### src/rtl/peak_event_logger_if.sv
// Event record handshake between the peak event logger and its consumer.
// The logger drives the head record and its valid flag; the consumer
// answers with ready when it takes the record.
interface peak_event_logger_if #(
  parameter int TS_W = 8
);
  logic            evt_valid;
  logic            evt_ready;
  logic [1:0]      evt_level;
  logic [TS_W-1:0] evt_time;

  modport master (
    output evt_valid,
    output evt_level,
    output evt_time,
    input  evt_ready
  );

  modport slave (
    input  evt_valid,
    input  evt_level,
    input  evt_time,
    output evt_ready
  );
endinterface

### src/rtl/peak_event_logger.sv
// Peak event logger: watches the 2-bit "highest level seen" output of the
// upstream tracker, timestamps every change with a free-running cycle
// counter and queues the change records in a small circular FIFO that a
// consumer drains over a valid/ready handshake. Records that arrive while
// the FIFO is full (and nothing is popped) are dropped and flagged through
// a sticky overflow bit. The head record is held in dedicated output
// registers, so every output comes straight from a flop.
module peak_event_logger #(
  parameter int DEPTH = 4,
  parameter int TS_W  = 8
) (
  input  logic                       clk,
  input  logic                       rstn,
  input  logic                       clr,
  input  logic [1:0]                 level_in,
  peak_event_logger_if.master        evt,
  output logic [$clog2(DEPTH):0]     fifo_count,
  output logic                       overflow,
  output logic                       level_changed
);

  localparam int PTR_W = $clog2(DEPTH);
  localparam int CNT_W = PTR_W + 1;
  localparam int REC_W = 2 + TS_W;
  localparam logic [CNT_W-1:0] FULL_CNT = CNT_W'(DEPTH);

  logic [TS_W-1:0]  ts_q, ts_d;
  logic [1:0]       prev_level_q, prev_level_d;
  logic [REC_W-1:0] mem_q [DEPTH];
  logic [REC_W-1:0] mem_d [DEPTH];
  logic [PTR_W-1:0] wr_ptr_q, wr_ptr_d;
  logic [PTR_W-1:0] rd_ptr_q, rd_ptr_d;
  logic [CNT_W-1:0] count_q, count_d;
  logic             overflow_q, overflow_d;
  logic             changed_q, changed_d;
  logic             valid_q, valid_d;
  logic [1:0]       head_level_q, head_level_d;
  logic [TS_W-1:0]  head_time_q, head_time_d;

  logic             change;
  logic             pop;
  logic             full;
  logic             do_push;

  // Next-state logic: change detection, FIFO push/pop, overflow and the
  // look-ahead of the head record so it lands in the output registers.
  always_comb begin
    ts_d         = ts_q + TS_W'(1);
    prev_level_d = level_in;
    mem_d        = mem_q;
    wr_ptr_d     = wr_ptr_q;
    rd_ptr_d     = rd_ptr_q;
    count_d      = count_q;
    overflow_d   = overflow_q;
    changed_d    = 1'b0;
    head_level_d = head_level_q;
    head_time_d  = head_time_q;
    change       = (level_in != prev_level_q);
    pop          = valid_q && evt.evt_ready;
    full         = (count_q == FULL_CNT);
    do_push      = 1'b0;

    if (clr) begin
      ts_d         = '0;
      prev_level_d = 2'b00;
      wr_ptr_d     = '0;
      rd_ptr_d     = '0;
      count_d      = '0;
      overflow_d   = 1'b0;
    end else begin
      changed_d = change;
      // A pop on a full FIFO frees the slot the new record goes into.
      do_push   = change && (!full || pop);
      if (change && full && !pop) begin
        overflow_d = 1'b1;
      end
      if (do_push) begin
        mem_d[wr_ptr_q] = {level_in, ts_q};
        wr_ptr_d        = wr_ptr_q + PTR_W'(1);
      end
      if (pop) begin
        rd_ptr_d = rd_ptr_q + PTR_W'(1);
      end
      case ({do_push, pop})
        2'b10:   count_d = count_q + CNT_W'(1);
        2'b01:   count_d = count_q - CNT_W'(1);
        default: count_d = count_q;
      endcase
    end

    valid_d = (count_d != '0);
    // When the FIFO goes empty the head registers simply keep their old value.
    if (valid_d) begin
      {head_level_d, head_time_d} = mem_d[rd_ptr_d];
    end
  end

  // State register with asynchronous active-low reset; reset drops all records.
  always_ff @(posedge clk or negedge rstn) begin
    if (!rstn) begin
      ts_q         <= '0;
      prev_level_q <= 2'b00;
      for (int i = 0; i < DEPTH; i++) begin
        mem_q[i] <= '0;
      end
      wr_ptr_q     <= '0;
      rd_ptr_q     <= '0;
      count_q      <= '0;
      overflow_q   <= 1'b0;
      changed_q    <= 1'b0;
      valid_q      <= 1'b0;
      head_level_q <= 2'b00;
      head_time_q  <= '0;
    end else begin
      ts_q         <= ts_d;
      prev_level_q <= prev_level_d;
      mem_q        <= mem_d;
      wr_ptr_q     <= wr_ptr_d;
      rd_ptr_q     <= rd_ptr_d;
      count_q      <= count_d;
      overflow_q   <= overflow_d;
      changed_q    <= changed_d;
      valid_q      <= valid_d;
      head_level_q <= head_level_d;
      head_time_q  <= head_time_d;
    end
  end

  assign evt.evt_valid = valid_q;
  assign evt.evt_level = head_level_q;
  assign evt.evt_time  = head_time_q;
  assign fifo_count    = count_q;
  assign overflow      = overflow_q;
  assign level_changed = changed_q;

endmodule

### src/flat_wrapper.sv
// flat-port wrapper written by rule: the top's interface ports become plain ports
module peak_event_logger_flat 
#(
  parameter int DEPTH = 4,
  parameter int TS_W  = 8
)
  (clk, rstn, clr, level_in, fifo_count, overflow, level_changed, evt_evt_valid, evt_evt_level, evt_evt_time, evt_evt_ready);
  peak_event_logger_if #(.TS_W(TS_W)) evt_i ();
  input  logic clk;
  input  logic rstn;
  input  logic clr;
  input  logic [1:0] level_in;
  output logic [$clog2(DEPTH):0] fifo_count;
  output logic overflow;
  output logic level_changed;
  output wire logic [$bits(evt_i.evt_valid)-1:0] evt_evt_valid;
  output wire logic [$bits(evt_i.evt_level)-1:0] evt_evt_level;
  output wire logic [$bits(evt_i.evt_time)-1:0] evt_evt_time;
  input wire logic [$bits(evt_i.evt_ready)-1:0] evt_evt_ready;
  assign evt_evt_valid = evt_i.evt_valid;
  assign evt_evt_level = evt_i.evt_level;
  assign evt_evt_time = evt_i.evt_time;
  assign evt_i.evt_ready = evt_evt_ready;
  peak_event_logger #(.DEPTH(DEPTH), .TS_W(TS_W)) u_core (.clk(clk), .rstn(rstn), .clr(clr), .level_in(level_in), .evt(evt_i), .fifo_count(fifo_count), .overflow(overflow), .level_changed(level_changed));
endmodule
### config.mk
export PLATFORM = sky130hd
export DESIGN_NAME = peak_event_logger_flat
export DESIGN_NICKNAME = d
export VERILOG_FILES = /design/src/rtl/peak_event_logger_if.sv /design/src/rtl/peak_event_logger.sv /design/src/flat_wrapper.sv
export SDC_FILE = /design/constraint.sdc
export NUM_CORES = 1
export LEC_CHECK = 0
export CORE_ASPECT_RATIO = 2
export CORE_MARGIN = 8
export CORE_UTILIZATION = 44
export CTS_CLUSTER_DIAMETER = 150
export DETAILED_ROUTE_END_ITERATION = 8
export PLACE_DENSITY_LB_ADDON = 0.15
export SLEW_MARGIN = 30
export SYNTH_ARGS = -nofsm -noshare
export SYNTH_HDL_FRONTEND = slang
export SYNTH_SLANG_ARGS = --single-unit
### constraint.sdc
create_clock -name clk -period 3.1 [get_ports clk]
set_input_delay 0.62 -clock clk [delete_from_list [all_inputs] [get_ports clk]]
set_output_delay 0.62 -clock clk [all_outputs]
set_load 0.005 [all_outputs]
## Word level (Yosys, flattened, before mapping)

Cells that the tools add are included.

| operators by class | value |
|---|---|
| $lt $le $gt $ge | 3 |
| bitwise gates (word level) | 2 |
| eq/ne operators | 4 |
| muxes and demuxes | 19 |
| add/subtract/negate cells | 5 |
| reductions and logical operators | 11 |

Operators by type and width:

| operator | count |
|---|---|
| 40-bit two-way mux | 2 |
| 40-bit bitwise mux | 1 |
| 10-bit two-way mux | 3 |
| 10-bit binary-select mux with 2-bit select | 1 |
| 10-bit demux with 2-bit select | 1 |
| 2-bit two-way mux | 5 |
| 8-bit by 1-bit adder with 8-bit output, second input constant | 1 |
| 8-bit two-way mux | 1 |
| 3-bit >= comparator, second input constant | 2 |
| 2-bit inverter with 3-bit output | 2 |
| 3-bit case mux with 2 select lines | 1 |
| 1-bit logical AND | 5 |
| 2-bit by 1-bit adder with 2-bit output, second input constant | 2 |
| 2-bit nonzero test | 2 |
| 3-bit by 1-bit adder with 3-bit output, second input constant | 1 |
| 3-bit equality test, second input constant | 1 |
| 3-bit by 1-bit less-than comparator with 1-bit output, second input constant | 1 |
| 1-bit two-way mux | 3 |
| 3-bit two-way mux | 1 |
| 3-bit nonzero test | 1 |
| 3-bit by 1-bit subtractor with 3-bit output, second input constant | 1 |
| 2-bit by 1-bit equality test with 1-bit output, second input constant | 1 |
| 2-bit equality test, second input constant | 1 |
| 1-bit logical NOT | 2 |
| other kinds (2) | 2 |

| storage, ports and cells | value |
|---|---|
| word-level logic and storage cells | 58 |
| output and inout bits | 16 |
| bits in registers | 70 |

## Longest topological paths before layout

| logic depth | value |
|---|---|
| word-level depth | 11 |
| mapped depth | 11 |
| gate-level depth less buffers | 9 |

## Worst setup path after synthesis

OpenSTA, ideal clock, no wires.

| timing path | value |
|---|---|
| kind | input port to flip-flop |
| start | input level_in[0] |
| end | register u_core.head_level_q[1], in the netlist u_core.evt.evt_level[1] |
| arrival | 2668 ps |
| required time | 2975 ps |
| library setup time | 125 ps |
| buffers on the path | 2 |
| path slack | 307 ps |
| stages | 11 |
| cell sequence | buf_4 > xnor2_2 > nand2_1 > nor2_1 > fa_1 > nor4_1 > a31oi_1 > xor2_1 > o22ai_1 > buf_2 > mux2_2 |

| between the ends | value |
|---|---|
| elaborated cells on any way between the ends | 12 |

RTL lines:

| element | RTL line | source |
|---|---|---|
| start, declared | flat_wrapper.sv:12 | `input logic [1:0] level_in;` |
| 2-bit inequality test (*) | peak_event_logger.sv:58 | `change = (level_in != prev_level_q);` |
| 1-bit logical AND (*) | peak_event_logger.sv:73 | `do_push = change && (!full \|\| pop);` |
| 2-bit by 1-bit equality test with 1-bit output or 2-bit equality test (tied branches) | peak_event_logger.sv:84 | `case ({do_push, pop})` |
| 3-bit case mux with 2 select lines (*) | peak_event_logger.sv:84 |  |
| 3-bit two-way mux (*) | peak_event_logger.sv:63 | `if (clr) begin` |
| 3-bit nonzero test (*) | peak_event_logger.sv:91 | `valid_d = (count_d != '0);` |
| net u_core.valid_d | peak_event_logger.sv:36 | `logic valid_q, valid_d;` |
| end signal, assigned | peak_event_logger.sv:124 | `head_level_q <= head_level_d;` |
| end, declared | peak_event_logger.sv:37 | `logic [1:0] head_level_q, head_level_d;` |

Mark *: on every way through the listed nets, which the timed path passes. The rest lies on a longest branch. The select of a mux whose other input is x is not followed.
A chain may end at the register's enable or synchronous reset.

## Worst setup path in the final report

| timing path | value |
|---|---|
| start | input level_in[1] |
| end | register u_core.head_time_q[7], in the netlist u_core.evt.evt_time[7] |

| between the ends | value |
|---|---|
| longest elaborated chain between the ends | 7 |
| elaborated cells on any way between the ends | 12 |

Ends and longest elaborated chain:

| element | RTL line | source |
|---|---|---|
| 2-bit inequality test (*) | peak_event_logger.sv:58 |  |
| 1-bit logical AND (*) | peak_event_logger.sv:73 |  |
| 40-bit two-way mux | peak_event_logger.sv:77 | `if (do_push) begin` |
| 40-bit two-way mux | peak_event_logger.sv:63 |  |
| 10-bit binary-select mux with 2-bit select | peak_event_logger.sv:94 | `{head_level_d, head_time_d} = mem_d[rd_ptr_d];` |
| 10-bit two-way mux (implied by the code) (2 in series) | peak_event_logger.sv:94 |  |
| end signal, assigned | peak_event_logger.sv:125 | `head_time_q <= head_time_d;` |
| end, declared | peak_event_logger.sv:38 | `logic [TS_W-1:0] head_time_q, head_time_d;` |

Mark *: on every way between the ends. The rest lies on a longest branch, timed or not. The select of a mux whose other input is x is not followed.

==> run_results.csv <==
group,metric,value,unit
final_layout,postLayoutCoreUtil,0.5314,
logic_synthesis,synth_warnings,0,
placement,place.port_buffers,21,
sta,setup_tns,0,ns
power_and_ir_drop,combPwrFrac,0.337,
critical_path,endpoint_kind,"flip-flop",
critical_path,cp.arrival,3.04,ns
final_layout,final-seq-area,1752,um^2
detailed_routing,drc,0,
detailed_routing,drt-initial-drc-count,158,
power_and_ir_drop,internal-power,2288,uW
final_layout,final_cell_mix,"dfrtp_1 (70), nand2_1 (62), o21ai_0 (36), nand3_1 (25), a31oi_1 (22)",
sta,layout_min_cycle_time,2.834,ns
power_and_ir_drop,clock_power_share,0.295,
sta,setup_viol_count_final,0,
critical_path,crit_fanout,11,
sta,timing.final.crit_share,0.9142,
placement,hpwl,5748,um
grt,grt_pass1_vias,2819,
final_layout,nets,385,
detailed_routing,vias_per_cell,5.892,
clock_tree,holdBufCountCts,0,
grt,grtUsageTotal,0.1654,
logic_synthesis,ys.flop_type,"dfrtp_1",
final_layout,fill_cells,712,
floorplan,ios,22,
floorplan,rows,46,
job,maxCapViolations,0,
clock_tree,clock_sinks,70,
critical_path,crit_chain,"clkdlybuf4s50_1, xnor2_2, nand2_1, nor2_1, fa_1, nor4_1, a31oi_1, xor2_1, o22ai_1, buf_4, mux2_2",
sta,hold_violations,0,
sta,max_slew_margin,0.4390,
power_and_ir_drop,p_total,3380,uW
detailed_routing,drtAntennaViolNets,0,
power_and_ir_drop,p_per_area,818.6,nW/um^2
detailed_routing,wl_per_cell,18.33,um
sta,worstMarginPinSlew,0.8414,ns
power_and_ir_drop,worst_ir_drop_vdd,0.5075,mV
critical_path,crit_type,"primary input to flip-flop",
grt,antenna_found_initial,0,
logic_synthesis,syn_area_per_cell,9.788,um^2
final_layout,area_growth,18.83,%
detailed_routing,dr.pass1.iters,4,
clock_tree,clock_latency,0.33,ns
clock_tree,path_clk_slew,0.05,ns
clock_tree,root_buffer,"clkbuf_16",
sta,slew_violations,0,
floorplan,die_area,11170,um^2
clock_tree,cts_buffers,9,
sta,skew,0.006520,ns
logic_synthesis,synth-edff-count,0,
critical_path,cp-start-kind,"primary input",
floorplan,die_height,141.7,um
power_and_ir_drop,power_frac_seq,0.369,
min_path,min_path_type,"primary input to asynchronous set/reset pin",
final_layout,multi_input_area,1568,um^2
logic_synthesis,ys_seq_elements,70,
sta,fmax,352.9,MHz
logic_synthesis,synth_seq_area_share,0.5041,
power_and_ir_drop,p_leak,0.001951,uW
clock_tree,ctsLongestPathBuffers,2,
detailed_routing,finalWirelength,8672,um
final_layout,antenna_cells,0,
clock_tree,ctsResizeCount,0,
floorplan,core,7770,um^2
logic_synthesis,synthCells,355,
detailed_routing,vias,2787,
grt,overflow,0,
status,status,"complete, no violations",
logic_synthesis,synthArstFlopShare,1.000,
floorplan,start_util,0.4472,
floorplan,die-width,78.84,um
critical_path,crit_slowest_cell,"clkdlybuf4s50_1",
clock_tree,post_cts_buffers,0,
grt,grt_pass1_wl,14290,um
logic_synthesis,postSynthNetCount,367,
logic_synthesis,syn_area,3475,um^2
clock_tree,cts_tree,"done",
power_and_ir_drop,switching_power,1092,uW
power_and_ir_drop,p_sw_frac,0.3232,
clock_tree,cts-htree-levels,3,
final_layout,drive_gt1_frac,0.1485,
logic_synthesis,synth_cell_types,34,
critical_path,critical_path.max_stage_delay,0.46,ns
critical_path,critical_path_required,3.31,ns
placement,gp_congestion,0.8154,
sta,rsz0062_at_grt,"false",
final_layout,final_common_cell,"dfrtp_1",
grt,grt_max_degree,43,
cell families (layout without fill, tap and decap cells):
kind of cell,Yosys count,in the layout,synth area share
flops,70,70,0.5041
mux,23,23,0.07346
xor+xnor,14,14,0.03961
fa+ha+maj,6,6,0.02377
buf+inv,37,59,0.05077
simple gates,115,115,0.1397
compound gates,90,90,0.1685
sequential cells by signal, summed over array words and instances, names as in the netlist:
signal / flops
u_core.mem_q: 40
u_core.evt.evt_time: 8
u_core.ts_q: 8
u_core.fifo_count: 3
u_core.evt.evt_level: 2
u_core.prev_level_q: 2
u_core.rd_ptr_q: 2
u_core.wr_ptr_q: 2
u_core.evt.evt_valid: 1
u_core.level_changed: 1
u_core.overflow: 1
power groups by stage:
stage	Combinational [uW]	Sequential (uW)	Clock, uW
6_report	1140	1250	996
5_1_grt	1240	1280	1050
3_5_place_dp	1140	1260	0
3_3_place_gp	1100	1250	0
4_1_cts	1150	1250	1010
2_1_floorplan	689	1230	0
final timing paths:
kind	from	end	slack, ns	cells past startpoint
min	rstn	u_core.overflow	0.39	1
min reg2reg	u_core.mem_q[9]	u_core.mem_q[9]	0.49	2
max	level_in[1]	u_core.evt.evt_time[7]	0.27	11
max in group asynchronous	rstn	u_core.evt.evt_time[0]	2.02	2
min in group clk	u_core.mem_q[9]	u_core.mem_q[9]	0.49	2
max reg2reg	u_core.prev_level_q[1]	u_core.evt.evt_time[7]	0.63	10
metrics by stage:
step	hold slack, ns	instances	area (um^2)	setup WS [ns]
after floorplan	0.3244	355	3475	0.3073
after global placement	0.4656	458	3845	-0.05152
after detailed placement	0.4801	458	3845	-0.09264
after CTS	0.4109	473	4129	0.2507
after global routing	0.4591	473	4129	0.1157
final	0.3875	473	4129	0.2660
routing by layer:
metal	wire length, um	GRT usage	share of wire	vias up
met4	207	0.08063	0.024	0
met1	3687	0.2002	0.43	1418
li1	-	-	-	1289
met5	0	0	0	-
met3	358	0.03929	0.041	16
met2	4418	0.2665	0.51	64
cell type report:
cell class,instances,area share
Sequential cell,70,0.4242
Multi-Input combinational cell,248,0.3797
Timing Repair Buffer,38,0.09273
Clock buffer,14,0.06152
Tap cell,96,0.02909
Clock inverter,1,0.007273
Inverter,6,0.005455
critical path, delay by kind of cell:
family | cells | cell delay, ns
compound gates | 2 | 0.24
xor+xnor | 2 | 0.34
fa+ha+maj | 1 | 0.37
buf+inv | 2 | 0.69
mux | 1 | 0.35
simple gates | 3 | 0.42
Yosys cell counts (4+ instances only):
master	number	area (um^2)
dfrtp_1	70	1752
buf_2	9	45.04
o21ai_1	4	20.02
nor2_1	20	75.07
o21ai_0	36	180.2
clkbuf_1	16	60.06
a32oi_1	20	175.2
ha_1	5	62.56
a31oi_1	22	137.6
xor2_1	9	78.83
nand2_1	62	232.7
nand3_1	25	125.1
mux2_2	20	225.2
inv_1	6	22.52
No activity file was read; power rests on OpenSTA's default activity.
